`config.mk`:
```
export PLATFORM = sky130hd
export DESIGN_NAME = btn_event_handler
export DESIGN_NICKNAME = d
export VERILOG_FILES = /design/src/rtl/btn_pkg.sv /design/src/rtl/btn_channel.sv /design/src/rtl/btn_event_handler.sv
export SDC_FILE = /design/constraint.sdc
export NUM_CORES = 1
export LEC_CHECK = 0
export CORE_MARGIN = 3
export CORE_UTILIZATION = 50
export CTS_CLUSTER_SIZE = 30
export DETAILED_ROUTE_END_ITERATION = 10
export PLACE_DENSITY = 0.67
export SYNTH_ARGS = -nofsm -noshare
export SYNTH_HDL_FRONTEND = slang
export SYNTH_HIERARCHICAL = 1
export SYNTH_SLANG_ARGS = --single-unit
```
`constraint.sdc`:
```
create_clock -name clk -period 3.3 [get_ports clk]
set_input_delay 0.66 -clock clk [delete_from_list [all_inputs] [get_ports clk]]
set_output_delay 0.66 -clock clk [all_outputs]
set_load 0.02 [all_outputs]
```
`src/rtl/btn_pkg.sv`:
```
// Shared types and default timing for the push-button front end.
package btn_pkg;

   typedef enum logic [1:0] {
      IDLE    = 2'd0,
      PRESSED = 2'd1,
      HELD    = 2'd2
   } btn_state_t;

   localparam int DEF_NUM_BTN         = 5;
   localparam int DEF_DEBOUNCE_CYCLES = 1_000_000;
   localparam int DEF_LONG_CYCLES     = 100_000_000;
   localparam int DEF_REPEAT_CYCLES   = 20_000_000;

   // Counter width able to hold n-1; never narrower than one bit.
   function automatic int cnt_w(input int n);
      return (n < 2) ? 1 : $clog2(n);
   endfunction

endpackage

```
`src/rtl/btn_channel.sv`:
```
// One button channel: 2-flop synchroniser, debounce counter and press/long FSM.
// Auto-repeat logic is built only when BTN_AUTOREPEAT_EN is defined.
//
// state   | meaning
// IDLE    | debounced level low, waiting for an accepted rise
// PRESSED | level high, hold_cnt counting toward a long press
// HELD    | long press reported, waiting for release (repeat ticks if enabled)
module btn_channel
   import btn_pkg::*;
#(
   parameter int DEBOUNCE_CYCLES = DEF_DEBOUNCE_CYCLES,
   parameter int LONG_CYCLES     = DEF_LONG_CYCLES,
   parameter int REPEAT_CYCLES   = DEF_REPEAT_CYCLES
) (
   input  logic clk,
   input  logic rst,
   input  logic btn,
   output logic level,
   output logic ev_press,
   output logic ev_release,
   output logic ev_long,
   output logic ev_repeat,
   output logic rise_next
);

   if (DEBOUNCE_CYCLES < 2 || LONG_CYCLES <= DEBOUNCE_CYCLES || REPEAT_CYCLES < 1) begin : g_bad_params
      $error("btn_channel: illegal timing parameters");
   end

   localparam int DW = cnt_w(DEBOUNCE_CYCLES);
   localparam int HW = cnt_w(LONG_CYCLES);
   localparam logic [DW-1:0] DEB_TC  = DW'(DEBOUNCE_CYCLES - 1);
   localparam logic [HW-1:0] HOLD_TC = HW'(LONG_CYCLES - 1);

   logic [1:0]    sync_q;
   logic          sync;
   logic [DW-1:0] deb_cnt;
   logic [HW-1:0] hold_cnt;
   btn_state_t    state;
   logic          accept;
   logic          rise;
   logic          fall;

   assign sync      = sync_q[1];
   assign accept    = (sync != level) && (deb_cnt == DEB_TC);
   assign rise      = accept && !level;
   assign fall      = accept && level;
   assign rise_next = rise;

   always_ff @(posedge clk) begin
      if (rst) begin
         sync_q  <= '0;
         deb_cnt <= '0;
         level   <= 1'b0;
      end else begin
         sync_q <= {sync_q[0], btn};
         if (sync == level) begin
            deb_cnt <= '0;
         end else if (accept) begin
            level   <= ~level;
            deb_cnt <= '0;
         end else begin
            deb_cnt <= deb_cnt + DW'(1);
         end
      end
   end

`ifdef BTN_AUTOREPEAT_EN
   localparam int RW = cnt_w(REPEAT_CYCLES);
   localparam logic [RW-1:0] REP_TC = RW'(REPEAT_CYCLES - 1);
   logic [RW-1:0] rep_cnt;
`else
   assign ev_repeat = 1'b0;
`endif

   // Event flags share the cycle in which level is updated, so press/release
   // line up with the first cycle of the new level.
   always_ff @(posedge clk) begin
      if (rst) begin
         state      <= IDLE;
         hold_cnt   <= '0;
         ev_press   <= 1'b0;
         ev_release <= 1'b0;
         ev_long    <= 1'b0;
`ifdef BTN_AUTOREPEAT_EN
         rep_cnt    <= '0;
         ev_repeat  <= 1'b0;
`endif
      end else begin
         ev_press   <= 1'b0;
         ev_release <= 1'b0;
         ev_long    <= 1'b0;
`ifdef BTN_AUTOREPEAT_EN
         ev_repeat  <= 1'b0;
`endif
         case (state)
            IDLE: begin
               if (rise) begin
                  state    <= PRESSED;
                  ev_press <= 1'b1;
                  hold_cnt <= '0;
               end
            end
            PRESSED: begin
               if (fall) begin
                  state      <= IDLE;
                  ev_release <= 1'b1;
                  hold_cnt   <= '0;
               end else if (hold_cnt == HOLD_TC) begin
                  state    <= HELD;
                  ev_long  <= 1'b1;
                  hold_cnt <= '0;
`ifdef BTN_AUTOREPEAT_EN
                  rep_cnt  <= '0;
`endif
               end else begin
                  hold_cnt <= hold_cnt + HW'(1);
               end
            end
            HELD: begin
               if (fall) begin
                  state      <= IDLE;
                  ev_release <= 1'b1;
               end
`ifdef BTN_AUTOREPEAT_EN
               // release wins over a coincident repeat tick
               if (fall || rep_cnt == REP_TC) rep_cnt <= '0;
               else                           rep_cnt <= rep_cnt + RW'(1);
               ev_repeat <= !fall && (rep_cnt == REP_TC);
`endif
            end
            default: state <= IDLE;
         endcase
      end
   end

endmodule

```
`src/rtl/btn_event_handler.sv`:
```
// Multi-channel button front end: NUM_BTN independent btn_channel instances
// plus a registered any_press. Auto-repeat enabled by defining BTN_AUTOREPEAT_EN.
module btn_event_handler
   import btn_pkg::*;
#(
   parameter int NUM_BTN         = DEF_NUM_BTN,
   parameter int DEBOUNCE_CYCLES = DEF_DEBOUNCE_CYCLES,
   parameter int LONG_CYCLES     = DEF_LONG_CYCLES,
   parameter int REPEAT_CYCLES   = DEF_REPEAT_CYCLES
) (
   input  logic               clk,
   input  logic               rst,
   input  logic [NUM_BTN-1:0] btn,
   output logic [NUM_BTN-1:0] btn_level,
   output logic [NUM_BTN-1:0] btn_press,
   output logic [NUM_BTN-1:0] btn_release,
   output logic [NUM_BTN-1:0] btn_long,
   output logic [NUM_BTN-1:0] btn_repeat,
   output logic               any_press
);

   if (NUM_BTN < 1) begin : g_bad_num
      $error("btn_event_handler: NUM_BTN must be at least 1");
   end

   logic [NUM_BTN-1:0] rise_next;

   for (genvar gi = 0; gi < NUM_BTN; gi++) begin : g_ch
      btn_channel #(
         .DEBOUNCE_CYCLES (DEBOUNCE_CYCLES),
         .LONG_CYCLES     (LONG_CYCLES),
         .REPEAT_CYCLES   (REPEAT_CYCLES)
      ) u_ch (
         .clk        (clk),
         .rst        (rst),
         .btn        (btn[gi]),
         .level      (btn_level[gi]),
         .ev_press   (btn_press[gi]),
         .ev_release (btn_release[gi]),
         .ev_long    (btn_long[gi]),
         .ev_repeat  (btn_repeat[gi]),
         .rise_next  (rise_next[gi])
      );
   end

   // Built from the channels' next-cycle rise so it lands with btn_press.
   always_ff @(posedge clk) begin
      if (rst) any_press <= 1'b0;
      else     any_press <= |rise_next;
   end

endmodule

```
==> impl_metrics.env <==
export IMPL_cap_violations=0
export IMPL_ioPinCount=33
export IMPL_critical_path_max_fanout=18
export IMPL_antenna_left=0
export IMPL_setup_ws_ns=0.703
export IMPL_multi_input_area_um2=7450
export IMPL_cts_root_buf="clkbuf_16"
export IMPL_regArea_um2=5530
export IMPL_gp_congestion=0.796
export IMPL_synthCells=1523
export IMPL_nNetsFinal=1567
export IMPL_hp_class="flop to flop"
export IMPL_grt_max_degree=41
export IMPL_end_kind="flop"
export IMPL_clock_skew_ns=0.00826
export IMPL_die_area_um2=28900
export IMPL_clk_latency_ns=0.55
export IMPL_viasPerCell=5.35
export IMPL_drc_errors=0
export IMPL_syn_area_per_cell_um2=8.83
export IMPL_dp_hpwl_um=16900
export IMPL_grt_pass1_vias=9563
export IMPL_powerDensity_nw_per_um2=468
export IMPL_die_y_um=170
export IMPL_drv_slew=0
export IMPL_synth_area_top_cells="dfxtp_1 41%, xnor2_1 9.1%, nor2_1 7.9%"
export IMPL_fillers=2368
export IMPL_cts_sinks=276
export IMPL_rsz0062_at_grt="false"
export IMPL_cts_setup_buffers=0
export IMPL_cp_start_kind="flop"
export IMPL_tns_ns=0
export IMPL_cts_tree="done"
export IMPL_htreeDepth=1
export IMPL_synth_area_leader_cell="dfxtp_1"
export IMPL_grt_pass1_wl_um=44400
export IMPL_synth_nets=1555
export IMPL_antenna_cells=0
export IMPL_layout_commonest_cell="nor2_1"
export IMPL_antenna_found_initial=0
export IMPL_yosysWarnings=6
export IMPL_ys_dominant_reg_cell="dfxtp_1"
export IMPL_cts_repair_resized=0
export IMPL_num_rows=59
export IMPL_drive_gt1_share_pct=9.56
export IMPL_design_core_area_um2=26200
export IMPL_netSwitchingFraction_pct=19.7
export IMPL_place_ws_ns=0.721
export IMPL_vias=10100
export IMPL_p_int_w=0.00559
export IMPL_cts_buffer_depth=3
export IMPL_synth_cell_type_count=59
export IMPL_setup_viol=0
export IMPL_async_flop_share_pct=0
export IMPL_peakVddDrop_uv=613
export IMPL_cp_required_ns=3.73
export IMPL_grt_overflow=0
export IMPL_area_growth_synth_to_final_pct=10.7
export IMPL_power_frac_clock_pct=50.8
export IMPL_worstSetupPathType="flop to flop"
export IMPL_placed_cell_area_um2=13800
export IMPL_drtIter0Drc=547
export IMPL_maxSlewHeadroom_pct=44.3
export IMPL_die_w_um=170
export IMPL_portBuffers=27
export IMPL_synth_area_um2=13400
export IMPL_clk_pin_slew_ns=0.06
export IMPL_final_cell_mix="282 x nor2_1, 276 x dfxtp_1, 139 x xnor2_1"
export IMPL_ys_ff_latch=276
export IMPL_synth_edf_count=0
export IMPL_tightest_slew_ns=0.835
export IMPL_synth_seq_area_share_pct=41.1
export IMPL_cts_buffers=31
export IMPL_wl_um=25400
export IMPL_p_leak_nw=4.78
export IMPL_synth_top_cell_area_share_pct=41.1
export IMPL_seq_power_share_pct=48.1
export IMPL_design_area_um2=14900
export IMPL_cts_hold_buf=0
export IMPL_finalHoldViolCount=0
export IMPL_drt_pass1_iterations=5
export IMPL_arrival_ns=3.03
export IMPL_p_sw_w=0.00137
export IMPL_power_frac_comb_pct=1.2
export IMPL_period_needed_ns=2.60
export IMPL_wl_per_cell_um=13.4
export IMPL_grt_usage_pct=17.5
export IMPL_period_share_pct=78.7
export IMPL_initial_core_util_pct=51.3
export IMPL_max_clock_freq_ghz=0.385
export IMPL_outcome="finished, final reports clean"
-- worst max-delay path: stages (launching register included) --
cell and delay [ns]:
dfxtp_1 0.40, ha_1 0.24, nand2_1 0.14, nor4_4 0.48, nand4b_1 0.37, nand2_1 0.15, a211o_1 0.32, buf_4 0.29
nor2_1 0.08
-- power groups by stage --
stage	Sequential (W)	Clock, W	Combinational (W)
2_1_floorplan	0.00342	0	0.0000733
3_3_place_gp	0.00342	0	0.0000837
3_5_place_dp	0.00342	0	0.0000837
4_1_cts	0.00334	0.00365	0.0000840
5_1_grt	0.00334	0.00379	0.0000914
6_report	0.00335	0.00353	0.0000830
-- synth_stat cells, types with 11 or more instances --
library cell	n
or2_2	13
inv_1	21
or3_1	13
nor3_1	43
nand2_1	125
buf_6	17
xor2_1	77
nand4_1	51
buf_4	11
clkbuf_1	20
nor2_1	282
a21oi_1	29
ha_1	25
nor3_2	25
and3_1	38
and4_1	12
xnor2_1	139
nor2b_1	15
a21o_1	12
nand3_1	98
nor4_1	25
dfxtp_1	276
-- metal layers --
| layer | vias to the layer above | global-route usage [%] | share of wire (%) |
|---|---|---|---|
| li1 | 5266 | - | - |
| met1 | 4720 | 24.1 | 50 |
| met2 | 110 | 28.8 | 45 |
| met3 | 36 | 2.60 | 2.9 |
| met4 | 0 | 4.62 | 2.1 |
| met5 | - | 0 | 0 |
-- kinds of logic (layout without fill, tap and decap cells) --
family | Yosys count | after routing | synth area share [%]
multiplexers | 3 | 3 | 0.223
adder cells (fa/ha/maj) | 25 | 25 | 2.33
flip-flops | 276 | 276 | 41.1
XOR/XNOR | 216 | 216 | 14.1
AND/OR/NAND/NOR | 836 | 836 | 33.7
other | 5 | 5 | 0.140
AO/OA/AOI/OAI | 84 | 84 | 4.95
buffers and inverters | 78 | 113 | 3.52
-- stage by stage --
step / hold WS [ns] / utilization, % / std cells / power, W
2_1_floorplan: 0.414 / - / 1523 / 0.00349
3_3_place_gp: 0.418 / 52.7 / 1837 / 0.00350
3_5_place_dp: 0.424 / 52.7 / 1837 / 0.00350
4_1_cts: 0.437 / 56.8 / 1893 / 0.00708
5_1_grt: 0.449 / 56.8 / 1893 / 0.00723
6_report: 0.432 / 56.8 / 1893 / 0.00696
-- area by class of cell --
| cell class | count | area share (%) |
|---|---|---|
| Timing Repair Buffer | 36 | 2.24 |
| Clock buffer | 46 | 6.20 |
| Inverter | 21 | 0.530 |
| Tap cell | 335 | 2.82 |
| Multi-Input combinational cell | 1169 | 50.1 |
| Clock inverter | 10 | 1.03 |
| Sequential cell | 276 | 37.1 |
-- registers in the layout, summed over array words and instances (netlist names) --
| signal | cells |
|---|---|
| any_press | 1 |
| g_ch.u_ch/deb_cnt | 100 |
| g_ch.u_ch/ev_long | 5 |
| g_ch.u_ch/ev_press | 5 |
| g_ch.u_ch/ev_release | 5 |
| g_ch.u_ch/hold_cnt | 135 |
| g_ch.u_ch/level | 5 |
| g_ch.u_ch/state | 10 |
| g_ch.u_ch/sync_q | 10 |
-- worst paths after layout --
check / start / endpoint / slack, ns / cells past startpoint
setup / recovery: g_ch[1].u_ch/deb_cnt[0] / g_ch[1].u_ch/hold_cnt[6] / 0.70 / 8
hold / removal: g_ch[3].u_ch/sync_q[0] / g_ch[3].u_ch/sync_q[1] / 0.43 / 1
setup reg to reg: g_ch[1].u_ch/deb_cnt[0] / g_ch[1].u_ch/hold_cnt[6] / 0.70 / 8
hold reg to reg: g_ch[3].u_ch/sync_q[0] / g_ch[3].u_ch/sync_q[1] / 0.43 / 1
Note: power is estimated with default switching activity, not from simulation.
